## config.mk

```make
export PLATFORM = sky130hd
export DESIGN_NAME = packet_scheduler_flat
export DESIGN_NICKNAME = d
export VERILOG_FILES = /design/src/rtl/packet_scheduler_if.sv /design/src/rtl/packet_scheduler.sv /design/src/flat_wrapper.sv
export SDC_FILE = /design/constraint.sdc
export NUM_CORES = 1
export LEC_CHECK = 0
export CORE_MARGIN = 2
export CORE_UTILIZATION = 32
export DETAILED_ROUTE_END_ITERATION = 6
export PLACE_DENSITY = 0.59
export SETUP_SLACK_MARGIN = 0.1
export SLEW_MARGIN = 10
export SYNTH_ARGS = -nofsm -noshare
export SYNTH_HDL_FRONTEND = slang
export SYNTH_SLANG_ARGS = --single-unit
export TNS_END_PERCENT = 20
```

## constraint.sdc

```tcl
create_clock -name clk_pixel -period 1.88 [get_ports clk_pixel]
set_input_delay 0.376 -clock clk_pixel [delete_from_list [all_inputs] [get_ports clk_pixel]]
set_output_delay 0.376 -clock clk_pixel [all_outputs]
set_load 0.05 [all_outputs]
```

## src/rtl/packet_scheduler_if.sv

```systemverilog
// Slot-offer and grant signals between the timing/producer side and the packet scheduler.
interface packet_scheduler_if;
    logic       packet_enable;
    logic       frame_start;
    logic       acr_request;
    logic [2:0] audio_samples_available;
    logic [7:0] packet_type;
    logic       acr_grant;
    logic       audio_grant;
    logic [2:0] audio_sample_count;
    logic [2:0] infoframe_grant;

    modport master (
        output packet_enable, frame_start, acr_request, audio_samples_available,
        input  packet_type, acr_grant, audio_grant, audio_sample_count, infoframe_grant
    );

    modport slave (
        input  packet_enable, frame_start, acr_request, audio_samples_available,
        output packet_type, acr_grant, audio_grant, audio_sample_count, infoframe_grant
    );
endinterface

```

## src/rtl/packet_scheduler.sv

```systemverilog
// Data-island slot scheduler: picks one packet type per honoured slot offer and pulses the
// matching producer grant one cycle after the offer.
module packet_scheduler #(
    parameter int unsigned INFOFRAME_DIVIDER = 1,
    parameter int unsigned SLOT_CYCLES       = 32
) (
    input  logic              clk_pixel,
    input  logic              reset_n,
    packet_scheduler_if.slave bus
);
    localparam logic [7:0] PktNull    = 8'h00;
    localparam logic [7:0] PktAcr     = 8'h01;
    localparam logic [7:0] PktAudio   = 8'h02;
    localparam logic [7:0] PktAvi     = 8'h82;
    localparam logic [7:0] PktSpd     = 8'h83;
    localparam logic [7:0] PktAudioIf = 8'h84;

    localparam int unsigned      SlotW    = $clog2(SLOT_CYCLES + 1);
    localparam logic [SlotW-1:0] SlotLast = SlotW'(SLOT_CYCLES - 1);
    localparam logic [7:0]       DivLast  = 8'(INFOFRAME_DIVIDER - 1);

    typedef enum logic [1:0] {StIdle, StIssue, StHold} state_e;

    state_e           state_q, state_d;
    logic [SlotW-1:0] slot_cnt_q, slot_cnt_d;
    logic [7:0]       div_q, div_d;
    logic             acr_pending_q, acr_pending_d;
    logic [2:0]       if_pending_q, if_pending_d;
    logic [7:0]       packet_type_q, packet_type_d;
    logic             acr_grant_q, acr_grant_d;
    logic             audio_grant_q, audio_grant_d;
    logic [2:0]       audio_count_q, audio_count_d;
    logic [2:0]       if_grant_q, if_grant_d;
    logic             issue;
    logic             div_wrap;
    logic [2:0]       avail_min;

    assign avail_min = (bus.audio_samples_available >= 3'd4) ? 3'd4
                                                             : bus.audio_samples_available;

    // Slot FSM: an offer is only honoured from idle; the counter spans the whole slot.
    always_comb begin
        state_d    = state_q;
        slot_cnt_d = slot_cnt_q;
        issue      = 1'b0;
        unique case (state_q)
            StIdle: begin
                if (bus.packet_enable) begin
                    issue      = 1'b1;
                    state_d    = StIssue;
                    slot_cnt_d = SlotW'(1);
                end
            end
            StIssue: begin
                state_d    = StHold;
                slot_cnt_d = slot_cnt_q + 1'b1;
            end
            StHold: begin
                if (slot_cnt_q >= SlotLast) begin
                    state_d    = StIdle;
                    slot_cnt_d = '0;
                end else begin
                    slot_cnt_d = slot_cnt_q + 1'b1;
                end
            end
            default: begin
                state_d    = StIdle;
                slot_cnt_d = '0;
            end
        endcase
    end

    // Priority selection from registered pending state; grants are zero unless issuing.
    always_comb begin
        packet_type_d = packet_type_q;
        acr_grant_d   = 1'b0;
        audio_grant_d = 1'b0;
        audio_count_d = 3'd0;
        if_grant_d    = 3'b000;
        if (issue) begin
            if (bus.audio_samples_available >= 3'd4) begin
                packet_type_d = PktAudio;
                audio_grant_d = 1'b1;
                audio_count_d = avail_min;
            end else if (acr_pending_q) begin
                packet_type_d = PktAcr;
                acr_grant_d   = 1'b1;
            end else if (bus.audio_samples_available != 3'd0) begin
                packet_type_d = PktAudio;
                audio_grant_d = 1'b1;
                audio_count_d = avail_min;
            end else if (if_pending_q[0]) begin
                packet_type_d = PktAvi;
                if_grant_d    = 3'b001;
            end else if (if_pending_q[1]) begin
                packet_type_d = PktAudioIf;
                if_grant_d    = 3'b010;
            end else if (if_pending_q[2]) begin
                packet_type_d = PktSpd;
                if_grant_d    = 3'b100;
            end else begin
                packet_type_d = PktNull;
            end
        end
    end

    // Pending flags and frame divider; a same-cycle request beats the clear from issue.
    always_comb begin
        div_wrap      = bus.frame_start && (div_q >= DivLast);
        div_d         = div_q;
        if (bus.frame_start) begin
            div_d = div_wrap ? 8'd0 : div_q + 8'd1;
        end
        acr_pending_d = bus.acr_request | (acr_pending_q & ~acr_grant_d);
        if_pending_d  = (if_pending_q & ~if_grant_d) | {3{div_wrap}};
    end

    // State and output registers.
    always_ff @(posedge clk_pixel or negedge reset_n) begin
        if (!reset_n) begin
            state_q       <= StIdle;
            slot_cnt_q    <= '0;
            div_q         <= 8'd0;
            acr_pending_q <= 1'b0;
            if_pending_q  <= 3'b000;
            packet_type_q <= PktNull;
            acr_grant_q   <= 1'b0;
            audio_grant_q <= 1'b0;
            audio_count_q <= 3'd0;
            if_grant_q    <= 3'b000;
        end else begin
            state_q       <= state_d;
            slot_cnt_q    <= slot_cnt_d;
            div_q         <= div_d;
            acr_pending_q <= acr_pending_d;
            if_pending_q  <= if_pending_d;
            packet_type_q <= packet_type_d;
            acr_grant_q   <= acr_grant_d;
            audio_grant_q <= audio_grant_d;
            audio_count_q <= audio_count_d;
            if_grant_q    <= if_grant_d;
        end
    end

    assign bus.packet_type        = packet_type_q;
    assign bus.acr_grant          = acr_grant_q;
    assign bus.audio_grant        = audio_grant_q;
    assign bus.audio_sample_count = audio_count_q;
    assign bus.infoframe_grant    = if_grant_q;

endmodule

```

## src/flat_wrapper.sv

```systemverilog
// flat-port wrapper written by rule: the top's interface ports become plain ports
module packet_scheduler_flat 
#(
    parameter int unsigned INFOFRAME_DIVIDER = 1,
    parameter int unsigned SLOT_CYCLES       = 32
)
  (clk_pixel, reset_n, bus_packet_enable, bus_frame_start, bus_acr_request, bus_audio_samples_available, bus_packet_type, bus_acr_grant, bus_audio_grant, bus_audio_sample_count, bus_infoframe_grant);
  packet_scheduler_if bus_i ();
  input  logic clk_pixel;
  input  logic reset_n;
  input wire logic [$bits(bus_i.packet_enable)-1:0] bus_packet_enable;
  input wire logic [$bits(bus_i.frame_start)-1:0] bus_frame_start;
  input wire logic [$bits(bus_i.acr_request)-1:0] bus_acr_request;
  input wire logic [$bits(bus_i.audio_samples_available)-1:0] bus_audio_samples_available;
  output wire logic [$bits(bus_i.packet_type)-1:0] bus_packet_type;
  output wire logic [$bits(bus_i.acr_grant)-1:0] bus_acr_grant;
  output wire logic [$bits(bus_i.audio_grant)-1:0] bus_audio_grant;
  output wire logic [$bits(bus_i.audio_sample_count)-1:0] bus_audio_sample_count;
  output wire logic [$bits(bus_i.infoframe_grant)-1:0] bus_infoframe_grant;
  assign bus_i.packet_enable = bus_packet_enable;
  assign bus_i.frame_start = bus_frame_start;
  assign bus_i.acr_request = bus_acr_request;
  assign bus_i.audio_samples_available = bus_audio_samples_available;
  assign bus_packet_type = bus_i.packet_type;
  assign bus_acr_grant = bus_i.acr_grant;
  assign bus_audio_grant = bus_i.audio_grant;
  assign bus_audio_sample_count = bus_i.audio_sample_count;
  assign bus_infoframe_grant = bus_i.infoframe_grant;
  packet_scheduler #(.INFOFRAME_DIVIDER(INFOFRAME_DIVIDER), .SLOT_CYCLES(SLOT_CYCLES)) u_core (.clk_pixel(clk_pixel), .reset_n(reset_n), .bus(bus_i));
endmodule
```

* Word level (Yosys, flattened, before mapping) *
Index checks and enable logic that the tools add are counted.

word-level totals
  register bits after elaboration = 36
  output and inout bits = 16
  logic and storage cells = 63

operators by class
  add/sub/neg operators = 2
  magnitude comparators = 3
  equality and inequality tests = 4
  multiplexer cells = 34
  bitwise gates (word level) = 6
  reductions and logical operators = 4

operator list
  kind                                                                count
  2-to-1 mux 8 bit                                                    7
  2-to-1 mux 3 bit                                                    12
  case mux 6 bit (3 select lines)                                     1
  2-to-1 mux 6 bit                                                    2
  2-to-1 mux 1 bit                                                    9
  adder 8 x 1 -> 8 bit (second input constant)                        1
  greater-or-equal comparator 8 x 1 -> 1 bit (second input constant)  1
  adder 6 x 1 -> 6 bit (second input constant)                        1
  greater-or-equal comparator 6 x 5 -> 1 bit (second input constant)  1
  case mux 2 bit (3 select lines)                                     1
  2-to-1 mux 2 bit                                                    2
  AND 3 bit                                                           1
  greater-or-equal comparator 3 bit (second input constant)           1
  NOT 3 bit                                                           1
  OR 3 bit                                                            1
  nonzero test 3 bit                                                  1
  equality test 2 x 1 -> 1 bit (second input constant)                1
  equality test 2 bit (second input constant)                         1
  logical NOT 2 bit                                                   1
  inequality test 2 x 1 -> 1 bit (second input constant)              1
  inequality test 2 bit (second input constant)                       1
  AND reduction 2 bit                                                 1
  AND 1 bit                                                           1
  logical AND 1 bit                                                   1
  other kinds (2)                                                     2

* Depth between registers and ports, before layout *
Gate-level depths: netlist of run 1.

  depth in word-level cells = 10
  depth in mapped cells = 6

* Worst setup path before layout of run 1 *
Ideal clock, no wire load.

  kind = register -> register
  start point = register u_core.slot_cnt_q[0]
  end point = register u_core.slot_cnt_q[3]
  library setup time = 121 ps
  data arrival time = 1196 ps
  path slack = 563 ps
  stages on the path, launching flop included = 6
  buffers on the path = 0
  path through = dfrtp_1 -> ha_1 -> and3_1 -> nand3_2 -> and2_4 -> a22o_1

between the ends
  longest elaborated chain between the ends = 3
  elaborated cells between the ends (all ways) = 4
  those cells by class = add/sub: 1; order compare: 1; mux: 2

ends and longest elaborated chain
  element                                                                             line                                                                    RTL
  start: declaration                                                                  packet_scheduler.sv:25                                                  logic [SlotW-1:0] slot_cnt_q, slot_cnt_d;
  start signal: assignment                                                            packet_scheduler.sv:133                                                 slot_cnt_q <= slot_cnt_d;
  adder 6 x 1 -> 6 bit or greater-or-equal comparator 6 x 5 -> 1 bit (tied branches)  packet_scheduler.sv:56, packet_scheduler.sv:63, packet_scheduler.sv:59
  2-to-1 mux 6 bit                                                                    packet_scheduler.sv:59                                                  if (slot_cnt_q >= SlotLast) begin
  case mux 6 bit (3 select lines) *                                                   packet_scheduler.sv:46                                                  unique case (state_q)

Every way passes the cells marked *; elsewhere a longest branch is shown, timed or not.
A chain may end at the register's enable or synchronous reset.

* Worst setup path after layout of run 1 *
  start point = register u_core.if_grant_q[2], in the netlist u_core.bus.infoframe_grant[2]
  end point = output port bus_infoframe_grant[2]

RTL lines
  element                   line                     RTL
  start: declaration        packet_scheduler.sv:33   logic [2:0] if_grant_q, if_grant_d;
  start signal: assignment  packet_scheduler.sv:141  if_grant_q <= if_grant_d;
  end: declaration          flat_wrapper.sv:19       output wire logic [$bits(bus_i.infoframe_grant)-1:0] bus_infoframe_grant;

No word-level cell between the ends.

==> results.json, run 1 <==
{
  "grt.overflow.total": 0,
  "crit_path_top_delay_cell": "dlygate4sd2_1",
  "row_count": 21,
  "cpPeakStageDelay_ns": 0.52,
  "nNetsFinal": 134,
  "final_cell_mix": "dfrtp_1, nor2_1, buf_4",
  "hp-class": "in2async",
  "synthArstFlopShare_pct": 100,
  "drv_slew": 0,
  "clockBufferDepth": 2,
  "path_clk_slew_ns": 0.15,
  "cp_max_fo": 1,
  "power_density_nw_per_um2": 1170,
  "clock_latency_ns": 0.32,
  "slew_headroom_pct": 66.0,
  "drt-vias-per-instance": 4.59,
  "synthFlopType": "dfrtp_1",
  "drc_errors": 0,
  "area_growth_pct": 28.6,
  "grt_use_total_pct": 11.3,
  "synth_edf_count": 0,
  "required_ns": 1.50,
  "cts-buffers-inserted": 3,
  "first_global_vias": 822,
  "critPathKind": "reg2out",
  "ff2ff_setup_slack_ns": 0.37,
  "synth-seq-area-share_pct": 55.4,
  "postRouteAntennaNets": 0,
  "htreeDepth": 1,
  "hold_violations": 0,
  "ir_worst_vdd_uv": 549,
  "core-area_um2": 3280,
  "crit_path_cell_trace": "dlygate4sd2_1",
  "rsz0062_at_grt": "no",
  "cts_tree": "yes",
  "endpoint_kind": "primary output",
  "outcome": "finished, final reports clean",
  "synth_cell_type_count": 33,
  "r2r_cells": 5,
  "antennaDiodeCount": 0,
  "yosys_warnings": 0,
  "setup_tns_ns": 0,
  "critical_path.top_delay_family": "buffers and inverters",
  "ios": 24,
  "grt_max_degree": 25,
  "startpoint_type": "flop",
  "synthesis.area_um2": 1080,
  "antenna_found_initial": 0,
  "die_h_um": 62.2,
  "finClkSkew_ns": 0.0199,
  "r2r_end": "u_core.slot_cnt_q[1]",
  "maxCapViolCount": 0,
  "vias": 781,
  "syn_inst": 99,
  "finalCriticalPeriod_ns": 1.58,
  "layout_commonest_cell": "dfrtp_1",
  "dp_hpwl_mm": 1.53,
  "cts_setup_buffers": 0,
  "r2r-start": "u_core.slot_cnt_q[0]",
  "gp_congestion": 0.798,
  "cts.sinks": 24,
  "finalSetupViolCount": 0,
  "root_buffer": "clkbuf_4",
  "fin_crit_sh_pct": 84.0,
  "setup_slack_ns": 0.301,
  "syn_avg_cell_area_um2": 10.9,
  "port_buffers": 19,
  "die-area_um2": 3870,
  "p_leak_uw": 0.000741,
  "fmax_ghz": 0.633,
  "grt_pass1_wl_mm": 3.53,
  "die_w_um": 62.2,
  "first_iter_violations": 40,
  "fill_cells": 330,
  "place_ws_ns": 0.189,
  "drive_above_1_share_pct": 16.9,
  "routedWlPerCell_um": 11.8,
  "cp.arrival_ns": 1.20,
  "path_buf_inv": 1,
  "routed_wl_mm": 2.01,
  "tightest_slew_ns": 0.509,
  "first_pass_iters": 4,
  "ys_ff_latch": 24,
  "initial_core_util_pct": 33.0
}
## worst max path at each step
stage | from | endpoint | slack, ns | cells after the start
2_1_floorplan | u_core.slot_cnt_q[0] | u_core.slot_cnt_q[3] | 0.56 | 5
3_3_place_gp | bus_packet_enable | u_core.slot_cnt_q[3] | 0.24 | 5
3_5_place_dp | bus_audio_samples_available[2] | u_core.if_pending_q[2] | 0.19 | 5
4_1_cts | u_core.bus.infoframe_grant[1] | bus_infoframe_grant[1] | 0.02 | 1
5_1_grt | u_core.bus.infoframe_grant[2] | bus_infoframe_grant[2] | 0.23 | 1
6_report | u_core.bus.infoframe_grant[2] | bus_infoframe_grant[2] | 0.30 | 1
## worst reg2reg max path, stage by stage, from the launching register on
cell,delay (ns)
dfrtp_1,0.47
ha_1,0.22
and3_1,0.22
nand3_2,0.11
and2_4,0.19
a22o_1,0.18
## synthesized netlist by cell type (3+ instances only)
cell type	count	area, um2
dfrtp_1	24	601
and3_1	3	18.8
nand2b_1	4	25.0
buf_4	5	37.5
and2_1	4	25.0
nand2_1	6	22.5
nand3_1	4	20.0
o21ai_1	4	20.0
inv_1	4	15.0
a21o_1	3	22.5
a22o_1	4	35.0
nor2_1	10	37.5
## logic make-up after synthesis
logic type | after synthesis | synth area share (%)
compound gates | 20 | 13.2
other cells | 1 | 0.346
buf+inv | 10 | 5.20
simple gates | 42 | 23.9
flops | 24 | 55.4
fa+ha+maj | 1 | 1.15
xor+xnor | 1 | 0.808
## stage by stage
step                std cells  utilization (%)  instance area (um2)  power, uW  hold WS [ns]
global route              170             42.4                 1390       1730         0.383
floorplan                 102                -                 1090       1090        0.0804
global placement          166             40.3                 1330       1250         0.460
finish                    170             42.4                 1390       1630         0.382
CTS                       170             41.9                 1380       1650         0.385
detailed placement        166             40.3                 1330       1270         0.472
## area by class of cell
type,count,area (um2),share of cell area (%)
inverter,5,18.8,1.35
timing repair buffer,23,226,16.2
clock buffer,3,22.5,1.62
tap,46,57.6,4.13
sequential,24,601,43.1
multi-input combinational,68,438,31.4
clock inverter,1,30.0,2.15
## registers in the layout, indices dropped and copies added (netlist names)
register / count
u_core.acr_pending_q: 1
u_core.bus.acr_grant: 1
u_core.bus.audio_grant: 1
u_core.bus.audio_sample_count: 3
u_core.bus.infoframe_grant: 3
u_core.bus.packet_type: 4
u_core.if_pending_q: 3
u_core.slot_cnt_q: 6
u_core.state_q: 2
## power breakdown
part           total [uW]  internal, uW  leakage [uW]  switching [uW]
Sequential            695           601      0.000302            94.3
Clock                 377           216     0.0000279             162
Combinational         554           210      0.000411             343
Total                1630          1030      0.000741             599
## timing repair
item | 4_1_cts | 5_1_grt
gates resized for setup | 1 | 7
hold buffers | 0 | 0
setup endpoints to repair | 8 | 7
## layer usage
layer  global-route usage [%]  wire length, um  part of all wire [%]
met2                     19.3             1020                    51
met1                     14.0              880                    44
met3                     3.26               93                   4.6
met5                        0                0                     0
met4                     3.33               11                  0.55
Note: power is estimated with default switching activity, not from simulation.
==> run 2, diff against run 1 <==
Settings changed: PLACE_DENSITY 0.59 to 0.61.
Clock period 1.88 ns to 1.4 ns, I/O delays scaled along.
==> run 2 against run 1 <==
Non-clock buffer count increased by 13. Flip-flop and latch count unchanged. Clock-buffer cell count up 1.
==> results.json, run 2 (synthesized netlist as in run 1, its figures left out) <==
{
  "wl_met2_mm": 1.15,
  "hold_violations": 0,
  "nNetsFinal": 147,
  "initial_core_util_pct": 33.0,
  "core-area_um2": 3280,
  "grt_max_degree": 25,
  "grt_pass1_wl_mm": 3.68,
  "highest_layer": "met4",
  "r2r_end": "u_core.slot_cnt_q[1]",
  "outcome": "finished, final reports clean",
  "p_clk_share_pct": 15.4,
  "power_uw": 2380,
  "die-area_um2": 3870,
  "setup_tns_ns": 0,
  "p_int_uw": 1510,
  "ctsHoldBuffers": 0,
  "antennaDiodeCount": 0,
  "finalCriticalPeriod_ns": 1.33,
  "antenna_found_initial": 0,
  "drc_errors": 0,
  "postLayoutCoreUtil_pct": 49.4,
  "htreeDepth": 1,
  "layout_commonest_cell": "dfrtp_1",
  "clock_latency_ns": 0.31,
  "die_w_um": 62.2,
  "largest_reg_flops": 6,
  "row_count": 21,
  "final_cell_mix": "dfrtp_1, buf_4, buf_12",
  "ios": 24,
  "rsz0062_at_grt": "yes",
  "dp_hpwl_mm": 1.59,
  "first_pass_iters": 4,
  "maxCapViolCount": 0,
  "die_h_um": 62.2,
  "p_leak_uw": 0.000729,
  "gp_congestion": 0.796,
  "first_global_vias": 841,
  "drive_above_1_share_pct": 35.8,
  "finClkSkew_ns": 0.00367,
  "cts.sinks": 24,
  "endpoint_kind": "flop",
  "critPathKind": "reg2reg",
  "required_ns": 1.62,
  "finalSetupViolCount": 0,
  "cp_max_fo": 4,
  "cts_tree": "yes",
  "path_clk_slew_ns": 0.13,
  "hp-class": "in2async",
  "grt.overflow.total": 0,
  "drt-vias-per-instance": 4.51,
  "routed_wl_mm": 2.16,
  "ff2ff_setup_slack_ns": 0.07,
  "power_switching_uw": 867,
  "fin_area_um2": 1620,
  "fin_crit_sh_pct": 95.1,
  "dpl-instance-area_um2": 1510,
  "area_growth_pct": 49.8,
  "fmax_ghz": 0.751,
  "postRouteAntennaNets": 0,
  "port_buffers": 19,
  "p_seq_share_pct": 39.0,
  "cts-buffers-inserted": 3,
  "first_iter_violations": 47,
  "drv_slew": 0,
  "combPwrFrac_pct": 45.6,
  "routedWlPerCell_um": 11.8,
  "wl_met3_um": 93,
  "startpoint_type": "flop",
  "ir_worst_vdd_uv": 811,
  "switching_share_pct": 36.4,
  "drt-met1-wl_um": 906,
  "grt_use_total_pct": 11.9,
  "root_buffer": "clkbuf_4",
  "regMostFlops": "u_core.slot_cnt_q",
  "r2r_cells": 5,
  "clockBufferDepth": 2,
  "power_density_nw_per_um2": 1470,
  "r2r-start": "u_core.slot_cnt_q[1]",
  "vias": 826,
  "cp.arrival_ns": 1.55
}
## run 2: routing by layer
metal | global-route usage (%) | vias up
met5 | 0 | -
met2 | 20.9 | 17
met1 | 13.6 | 396
met4 | 3.33 | 0
li1 | - | 411
met3 | 4.35 | 2
## run 2: final cells by class
class / count / area [um2]
Fill cell: 314 / 1660
Inverter: 5 / 18.8
Sequential cell: 24 / 604
Multi-Input combinational cell: 68 / 464
Clock buffer: 4 / 36.3
Timing Repair Buffer: 36 / 442
Tap cell: 46 / 57.6
## run 2: stage by stage
| step | cells | hold WS [ns] | setup slack [ns] |
|---|---|---|---|
| 2_1_floorplan | 102 | -0.0156 | 0.0926 |
| 3_3_place_gp | 172 | 0.497 | -0.124 |
| 3_5_place_dp | 172 | 0.527 | -0.218 |
| 4_1_cts | 179 | 0.313 | 0.0746 |
| 5_1_grt | 183 | 0.311 | 0.0233 |
| 6_report | 183 | 0.307 | 0.0689 |
## run 2: how the worst max path moves through the flow
stage,start,endpoint,slack (ns),depth (start not counted)
5_1_grt,u_core.slot_cnt_q[1],u_core.slot_cnt_q[1],0.02,5
3_5_place_dp,bus_audio_samples_available[0],u_core.if_pending_q[2],-0.22,5
6_report,u_core.slot_cnt_q[1],u_core.slot_cnt_q[1],0.07,5
3_3_place_gp,bus_packet_enable,u_core.bus.infoframe_grant[1],-0.12,5
4_1_cts,u_core.slot_cnt_q[1],u_core.slot_cnt_q[1],0.07,5
2_1_floorplan,u_core.slot_cnt_q[0],u_core.slot_cnt_q[3],0.09,5
## run 2: power groups by stage
| stage | combinational [uW] | sequential (uW) | clock [uW] |
|---|---|---|---|
| floorplan | 382 | 1090 | 0 |
| global placement | 915 | 954 | 0 |
| detailed placement | 938 | 960 | 0 |
| CTS | 993 | 934 | 383 |
| global route | 1170 | 945 | 416 |
| finish | 1090 | 928 | 366 |
## run 2: timing repair
item | in CTS | in global routing
setup endpoints to repair | 7 | 13
pin swaps | 1 | 1
buffers inserted | 3 | 4
resized for setup | 3 | 6
endpoints found under the hold margin | 0 | 0
## run 2: critical path: stages, from the launching register on
cell and delay [ns]:
dfrtp_1 0.38, ha_2 0.19, and3_4 0.22, nand3_4 0.09, and2_4 0.19, a22o_1 0.17
==> patch (settings of run 2) <==
`SLOT_CYCLES` is set to 32 in 2 places; all go to 64.
--- a/src/rtl/packet_scheduler.sv
+++ b/src/rtl/packet_scheduler.sv
@@ -4,3 +4,3 @@
     parameter int unsigned INFOFRAME_DIVIDER = 1,
-    parameter int unsigned SLOT_CYCLES       = 32
+    parameter int unsigned SLOT_CYCLES       = 64
 ) (
--- a/src/flat_wrapper.sv
+++ b/src/flat_wrapper.sv
@@ -4,3 +4,3 @@
     parameter int unsigned INFOFRAME_DIVIDER = 1,
-    parameter int unsigned SLOT_CYCLES       = 32
+    parameter int unsigned SLOT_CYCLES       = 64
 )
Check against the original RTL: same outputs for any inputs over 10 cycles, from zero or initial values and one cycle with reset_n low; that may be too few to reach the edited logic, so the function may still have changed.
==> patch against run 2 <==
  * The run now ends with negative setup slack left
  * Area after synthesis grew 3.8%
  * Setup slack lost 0.10 ns
  * Critical endpoint unchanged
  * Design area grew 6.1%
  * Via count grew 8.5%
  * Worst hold slack lost 0.0041 ns
  * Critical path type unchanged
  * Non-clock buffer count grew 5
  * Total power grew 0.97%
  * Sequential cell count grew 1
  * Routed wire length grew 5.1%
==> patch: results <==
outcome:
  status: "finished, violations left"
  violations: "negative setup slack"
pwr:
  irDropWorstVdd_mv: 0.476
  p_leak_uw: 0.000803
cells_and_area:
  multi_input_gates: 75
  seqCellArea_um2: 627
  n_antenna_cell: 0
  area_delta_synth_final_pct: 53.1
  multi_input_area_um2: 507
  buffer_area_share_pct: 27.9
  clock_buffers: 3
  largest_reg_flops: 7
  inverters_excl_clock: 6
  nNonClkBuffers: 41
  clock_area_share_pct: 1.60
  final_area_um2: 1720
  drive_above_1_share_pct: 37.7
  fill_cells: 337
  fin_nets: 161
logic_synthesis:
  synthFlopType: "dfrtp_1"
  synthArstFlopShare_pct: 100
  ys_seq_area_share_pct: 55.6
  ys_ff_latch: 25
  yosys-top-cells-count: "dfrtp_1 (25), nand2_1 (15), nor2_1 (10)"
  synth_warnings: 0
  avgSynthCellArea_um2: 10.4
  yosysUniqueCellTypes: 34
  synth_area_leaders: "dfrtp_1 (56%), nand2_1 (5.0%), o21ai_0 (3.6%), nor2_1 (3.3%), buf_4 (2.7%)"
cts:
  cts_root_buf: "clkbuf_4"
  clockBufferDepth: 2
  clk_pin_slew_ns: 0.14
  insertion_delay_ns: 0.31
sta:
  skew_ns: 0.00673
  holdWs_ns: 0.303
  setup_slack_ns: -0.0347
  setup_viol: 4
placement:
  dpl.hpwl_mm: 1.74
  place.port_buffers: 19
  gp_congestion: 0.784
  dp_cells: 192
route:
  vias_per_cell: 4.55
  via_count: 896
  drtIter0Drc: 14
  dr.pass1.iters: 4
  post_drt_wl_per_cell_um: 11.5
global_route:
  grt_pass1_wl_mm: 3.97
  grt_max_degree: 26
  first_global_vias: 978
  antenna_found_initial: 0
  grt.total_usage_pct: 12.7
worst_setup_path:
  rr_startpoint: "u_core.slot_cnt_q[0]"
  crit_path_max_fanout: 5
  r2r_cells: 6
hold_path:
  hp-class: "in2async"
-- patch: changes by cell type in the layout (fill, tap and decap cells not counted), moves of 2 or more --
cell / before / now
clkdlybuf4s50_1: 7 / 5
a22o_1: 4 / 2
nand2b_1: 4 / 2
dfrtp_1: 21 / 24
nand2_1: 5 / 13
and3_1: 2 / 0
and2_1: 4 / 2
buf_4: 16 / 21
dfrtp_2: 3 / 1
o211ai_1: 0 / 3
nand3_1: 4 / 2
a31oi_1: 2 / 0
o21ai_0: 1 / 5
-- patch: metal layers --
| layer | global-route usage [%] | routed length, um | vias to the layer above |
|---|---|---|---|
| li1 | - | - | 448 |
| met1 | 14.0 | 985 | 432 |
| met2 | 23.5 | 1170 | 14 |
| met3 | 3.21 | 101 | 2 |
| met4 | 4.08 | 11 | 0 |
| met5 | 0 | 0 | - |
-- patch: how the worst max path moves through the flow --
stage | endpoint | slack, ns | cells past startpoint | start
after floorplan | u_core.slot_cnt_q[1] | -0.08 | 6 | u_core.slot_cnt_q[1]
after global placement | u_core.if_pending_q[1] | -0.39 | 5 | bus_audio_samples_available[2]
after detailed placement | u_core.if_pending_q[1] | -0.41 | 5 | bus_audio_samples_available[2]
after CTS | u_core.slot_cnt_q[1] | -0.04 | 6 | u_core.slot_cnt_q[0]
after global routing | u_core.slot_cnt_q[1] | -0.08 | 6 | u_core.slot_cnt_q[0]
final | u_core.slot_cnt_q[1] | -0.03 | 6 | u_core.slot_cnt_q[0]
-- patch: kinds of logic (layout without fill, tap and decap cells) --
kind of cell    Yosys count  after routing  synth area share (%)
other cells               1              4                 0.333
buf+inv                  11             51                  5.12
flops                    25             25                  55.6
xor+xnor                  1              1                 0.779
compound gates           22             22                  14.0
fa+ha+maj                 1              1                  1.11
simple gates             47             47                  23.0
-- patch: power breakdown --
group	switching (uW)	internal (uW)	leakage, uW	total (uW)
clock network	212	107	0.0000177	319
logic	563	565	0.000468	1130
registers	117	839	0.000317	956
total	892	1510	0.000803	2400
-- patch: worst max-delay path: stages (launching register included) --
cell	delay, ns
dfrtp_2	0.43
ha_4	0.15
a21oi_2	0.04
o311a_4	0.35
nor2_8	0.12
inv_2	0.05
a22o_1	0.19
-- patch: stage by stage --
stage               setup slack [ns]  power (uW)  TNS [ns]
global route                 -0.0829        2560    -0.433
floorplan                    -0.0807        1540    -0.124
CTS                          -0.0406        2430   -0.0707
global placement              -0.386        2060     -6.12
detailed placement            -0.412        2090     -6.81
finish                       -0.0347        2400   -0.0689
-- patch: timing repair --
action / CTS / global route
hold buffers: 0 / 0
buffers inserted: 0 / 1
resized for setup: 7 / 8
setup endpoints to repair: 20 / 20
gates cloned: 0 / 0
pin swaps: 9 / 2
